`config.mk`:
```
export PLATFORM = sky130hd
export DESIGN_NAME = sum_accum_29b
export DESIGN_NICKNAME = d
export VERILOG_FILES = /design/src/rtl/sum_accum_29b.sv
export SDC_FILE = /design/constraint.sdc
export NUM_CORES = 1
export LEC_CHECK = 0
export BUFFER_PORTS_ARGS = -buffer_cell sky130_fd_sc_hd__buf_2
export CORE_MARGIN = 2
export CORE_UTILIZATION = 40
export CTS_BUF_LIST = sky130_fd_sc_hd__clkbuf_8
export DETAILED_ROUTE_END_ITERATION = 12
export GPL_TIMING_DRIVEN = 0
export REMOVE_ABC_BUFFERS = 1
export SYNTH_ARGS = -nofsm -noshare
export SYNTH_HDL_FRONTEND = slang
export SYNTH_SLANG_ARGS = --single-unit
export TNS_END_PERCENT = 1
```
`constraint.sdc`:
```
create_clock -name clk -period 3.2 [get_ports clk]
set_input_delay 0.16 -clock clk [delete_from_list [all_inputs] [get_ports clk]]
set_output_delay 0.16 -clock clk [all_outputs]
set_load 0.03 [all_outputs]
```
`src/rtl/sum_accum_29b.sv`:
```
// rtl/sum_accum_29b.sv - block accumulator for the pipelined adder sum stream
// Sums blk_len samples into a DW+LW-bit total and holds it until downstream accepts.
module sum_accum_29b #(
   parameter int DW = 29,
   parameter int LW = 8
) (
   input  logic             clk,
   input  logic             rst,
   input  logic             start,
   input  logic [LW-1:0]    blk_len,
   input  logic [DW-1:0]    sum_in,
   input  logic             sum_valid,
   output logic             in_ready,
   output logic [DW+LW-1:0] acc_out,
   output logic             out_valid,
   input  logic             out_ready,
   output logic [15:0]      drop_cnt
);

   typedef enum logic [1:0] {IDLE, ACC, DONE} state_t;

   state_t           state_q, state_d;
   logic [LW-1:0]    len_q, cnt_q, cnt_inc;
   logic [DW+LW-1:0] acc_q;
   logic [15:0]      drop_q;
   logic             load, take, last;

   // A latched length of 0 wraps the counter exactly at 2^LW samples.
   assign cnt_inc = cnt_q + LW'(1);
   assign last    = (cnt_inc == len_q);

   assign in_ready  = (state_q == ACC);
   assign take      = in_ready & sum_valid;
   assign out_valid = (state_q == DONE);
   assign acc_out   = acc_q;
   assign drop_cnt  = drop_q;

   always_comb begin
      state_d = state_q;
      load    = 1'b0;
      case (state_q)
         IDLE: begin
            if (start) begin
               load    = 1'b1;
               state_d = ACC;
            end
         end
         ACC: begin
            if (sum_valid && last) state_d = DONE;
         end
         DONE: begin
            if (out_ready) begin
               if (start) begin
                  load    = 1'b1;
                  state_d = ACC;
               end else begin
                  state_d = IDLE;
               end
            end
         end
         default: state_d = IDLE;
      endcase
   end

   always_ff @(posedge clk) begin
      if (rst) begin
         state_q <= IDLE;
         len_q   <= '0;
         cnt_q   <= '0;
         acc_q   <= '0;
         drop_q  <= '0;
      end else begin
         state_q <= state_d;
         if (load) begin
            len_q <= blk_len;
            cnt_q <= '0;
            acc_q <= '0;
         end else if (take) begin
            cnt_q <= cnt_inc;
            acc_q <= acc_q + {{LW{1'b0}}, sum_in};
         end
         if (sum_valid && !in_ready && (drop_q != 16'hFFFF)) drop_q <= drop_q + 16'd1;
      end
   end

endmodule

```
# After elaboration in Yosys (flattened, before gate mapping)

Cells that the tools add are included.

Flip-flop bits (word level): 71
Input port bits: 42
Output and inout port bits: 55

Eq/ne operators: 7
Reduce and logical (&&, ||, !) cells: 7
Muxes and demuxes: 8
Add/sub/neg operators: 3
Bitwise gates (word level): 1

Operators with widths:

| kind                  | number |
|---|---|
| $add 37x29->37        | 1 |
| $add 16x1->16 const B | 1 |
| $ne 16x16->1 const B  | 1 |
| $add 8x1->8 const B   | 1 |
| $eq 8x8->1            | 1 |
| $mux 2                | 3 |
| $pmux 2 s3            | 1 |
| $ne 2x1->1 const B    | 2 |
| $logic_and 1x1->1     | 3 |
| $mux 1                | 3 |
| $reduce_and 3->1      | 1 |
| $eq 2x1->1 const B    | 1 |
| $eq 2x2->1 const B    | 1 |
| $logic_not 2->1       | 1 |
| $ne 2x2->1 const B    | 1 |
| $pmux 1 s2            | 1 |
| $reduce_or 2->1       | 1 |
| $and 1x1->1           | 1 |
| $logic_not 1->1       | 1 |

# Longest topological paths before layout

Depth after elaboration: 5
Depth in mapped cells: 10

# Least setup slack after synthesis

Ideal clock, no wire load.

Kind: reg-to-reg
Start: register acc_q[0] (netlist: acc_out[0])
End: register acc_q[30] (netlist: acc_out[30])
Slack: 0.542 ns
Required time: 3.128 ns
Period minus slack after synthesis: 2.658 ns
Stages on the path, launching flop included: 11
Data arrival time: 2.586 ns
Cell sequence: dfxtp_1 > ha_1 > fa_1 > a211oi_2 > nor2_1 > o31ai_1 > a21oi_1 > o21ai_1 > a21boi_1 > o311ai_2 > mux2i_1

Longest elaborated chain between the ends: 1

Ends and longest elaborated chain:

| item                   | RTL line | text |
|---|---|---|
| start, declared        | 24       | `logic [DW+LW-1:0] acc_q;` |
| start signal, assigned | 80       | `acc_q <= acc_q + {{LW{1'b0}}, sum_in};` |
| $add 37x29->37         | 80       |  |

Every way passes these cells.
A chain may end at the register's enable or synchronous reset.

# Worst setup path in the final report

Start: register acc_q[0] (netlist: acc_out[0])
End: register acc_q[32] (netlist: acc_out[32])

The elaborated chain is that of the path after synthesis.

==> results.ini <==
[setup_path]
cp_slowest_cell = fa_1
critPathMaxFanout = 3
required_ns = 3.50
r2r_end = acc_out[32]$_SDFFE_PP0P_
endpoint_kind = flop
path_cells = ha_1 > fa_1 > a211oi_2 > nor2_1 > o31ai_2 > a21oi_1 > o21ai_1 > a21boi_1 > o311ai_2 > mux2i_1
r2r_start = acc_out[0]$_SDFFE_PP0P_
ff2ff_setup_slack_ns = 0.40
crit_arrival_ns = 3.09
slowest_delay_ns = 0.45
start_kind = flop
crit_start = acc_out[0]$_SDFFE_PP0P_
worstRegToRegCells = 10
endpoint = acc_out[32]$_SDFFE_PP0P_
path_class = flop to flop

[power_and_ir_drop]
power.density_nw_per_um2 = 365
finalPower_mw = 1.97
p_int_mw = 1.33
p_leak_nw = 2.47
ir_drop_v = 0.000250
switching_share = 0.325
p_clk_frac = 0.325
power_frac_seq = 0.473
p_switching_mw = 0.642
power_frac_comb = 0.203

[sta]
fin_skew_ns = 0.00826
setup_slack_ns = 0.405
rsz0062_at_grt = false
whs_ns = 0.0270
min_period_ns = 2.80
finalHoldViolations = 0
setup_violations = 0
setup_tns_ns = 0
fin_crit_sh = 0.874
report.final.slew_viol_count = 0
worst_pin_slew_ns = 0.866
fmax_mhz = 358
maxSlewHeadroom = 0.419

[placement]
place.gp.congestion = 0.844
io_buffers = 96
dp_hpwl_um = 8500
dpl_cell_area_um2 = 5230
place_ws_ns = -0.290

[grt]
antenna_found_initial = 0
grt_first_pass_wirelength_um = 20000
grt_start_max_net_pins = 47
globalRouteTotalUtil = 0.194
gr-total-overflow = 0
first_global_vias = 4222

[clock_network]
cts-root-buf = clkbuf_8
cts_buffer_depth = 2
cts.sinks = 71
cts_tree = done
htreeDepth = 3
cts-buffers-inserted = 9
clk_latency_ns = 0.37
clkSlewWorstSetupHoldPaths_ns = 0.08

[drt]
viasPerCell = 5.48
dr.pass1.iters = 4
vias = 4380
wl_per_cell_um = 14.8
wirelength_um = 11800
drt_iter0_markers = 220
ant_nets = 0
post-route-drc-count = 0

[final_layout]
nets = 725
design_area_um2 = 5400
drive_gt1_frac = 0.200
n_antenna_cell = 0
areaGrowthSynthToFinish_pct = 16.6

[die]
start_util = 0.408
core_area_um2 = 11400
die_h_um = 112
dieArea_um2 = 12500
pin_count = 97
die_x_um = 112
fp-row-count = 39

[yosys]
syn_inst = 568
yosysWarnings = 0
ys.flop_type = dfxtp_1
yosysSeqAreaShare = 0.307
async_flop_share = 0
synth_commonest_cells = 75 x nand2_1, 71 x dfxtp_1, 55 x nor2_1, 45 x a21oi_1
yosysMostFrequentCell = nand2_1
synth_top_cell_area_share = 0.307
yosys_register_bits = 71
avgSynthCellArea_um2 = 8.16
synth_area_um2 = 4630
yosysTopAreaCell = dfxtp_1
yosys-top-cells-area = dfxtp_1 31%, ha_1 8.4%, nand2_1 6.1%
synth_edf_count = 0
synth_cell_type_count = 62

[run]
maxCapViolations = 0

[worst_hold_path]
worstHoldPathType = primary input to flop

[outcome]
status = complete, no violations

## critical path: cells and delay by family, from the launching register on
family,cells,cell delay (ns)
flip-flops,1,0.32
multiplexers,1,0.21
adder cells (fa/ha/maj),2,0.66
AND/OR/NAND/NOR,1,0.10
AO/OA/AOI/OAI,6,1.44
## power by group through the flow
stage               Clock (mW)  Combinational, mW  Sequential, mW
floorplan                    0              0.244           0.981
global placement             0              0.387           0.952
detailed placement           0              0.399           0.954
CTS                      0.665              0.402           0.933
global route             0.696              0.446           0.936
finish                   0.641              0.400           0.933
## registers in the layout, indices dropped and copies added, names as in the netlist
signal and count:
len_q 8, drop_cnt 16, cnt_q 8, acc_out 37, state_q 2
## final cells by class
class	count	area, um2
tap	143	179
clock buffer	9	124
inverter	6	22.5
fill	1136	5970
sequential	71	1420
timing repair buffer	97	508
clock inverter	7	41.3
multi-input combinational	466	3110
## per-layer routing
layer,routed length [um],global-route usage,up-vias
li1,-,-,2224
met1,5580,0.250,2031
met2,5490,0.320,111
met3,599,0.0403,14
met4,178,0.0716,0
met5,0,0,-
## metrics by stage
stage | instances | util
2_1_floorplan | 543 | -
3_3_place_gp | 782 | 0.457
3_5_place_dp | 783 | 0.460
4_1_cts | 799 | 0.475
5_1_grt | 799 | 0.475
6_report | 799 | 0.475
## worst min-delay path by stage
stage,from,endpoint,slack (ns),cells after the start
global placement,blk_len[4],len_q[4]$_SDFFE_PP0P_,0.39,3
global route,blk_len[4],len_q[4]$_SDFFE_PP0P_,0.03,3
finish,blk_len[5],len_q[5]$_SDFFE_PP0P_,0.03,3
CTS,blk_len[5],len_q[5]$_SDFFE_PP0P_,0.01,3
floorplan,rst,drop_cnt[0]$_SDFFE_PP0P_,0.23,1
detailed placement,blk_len[5],len_q[5]$_SDFFE_PP0P_,0.41,3
## layout by cell type (no fill, tap or decap), types with 8 or more instances in the layout
| cell type | n |
|---|---|
| a21o_1 | 20 |
| and3_1 | 14 |
| nand3_1 | 20 |
| xnor2_1 | 18 |
| mux2i_1 | 15 |
| nand2_1 | 74 |
| o21ai_0 | 14 |
| nor3_1 | 8 |
| xor2_1 | 31 |
| nor2_1 | 54 |
| nand4_1 | 17 |
| clkbuf_8 | 9 |
| buf_2 | 96 |
| nor2b_1 | 8 |
| ha_1 | 31 |
| dfxtp_1 | 71 |
| a21oi_1 | 45 |
## kinds of logic (layout without fill, tap and decap cells)
kind of cell,count (synthesis),in the layout,share of synthesized area
xor+xnor,49,49,0.0926
compound gates,137,137,0.208
flops,71,71,0.307
simple gates,233,233,0.246
fa+ha+maj,32,32,0.0880
mux,15,15,0.0324
buf+inv,31,119,0.0267
## repair_timing
item,in CTS,in global routing
hold buffers,0,0
pin swaps,0,0
setup endpoints to repair,6,6
resized for setup,1,2
setup buffers,0,0
No activity file was read; power rests on OpenSTA's default activity.
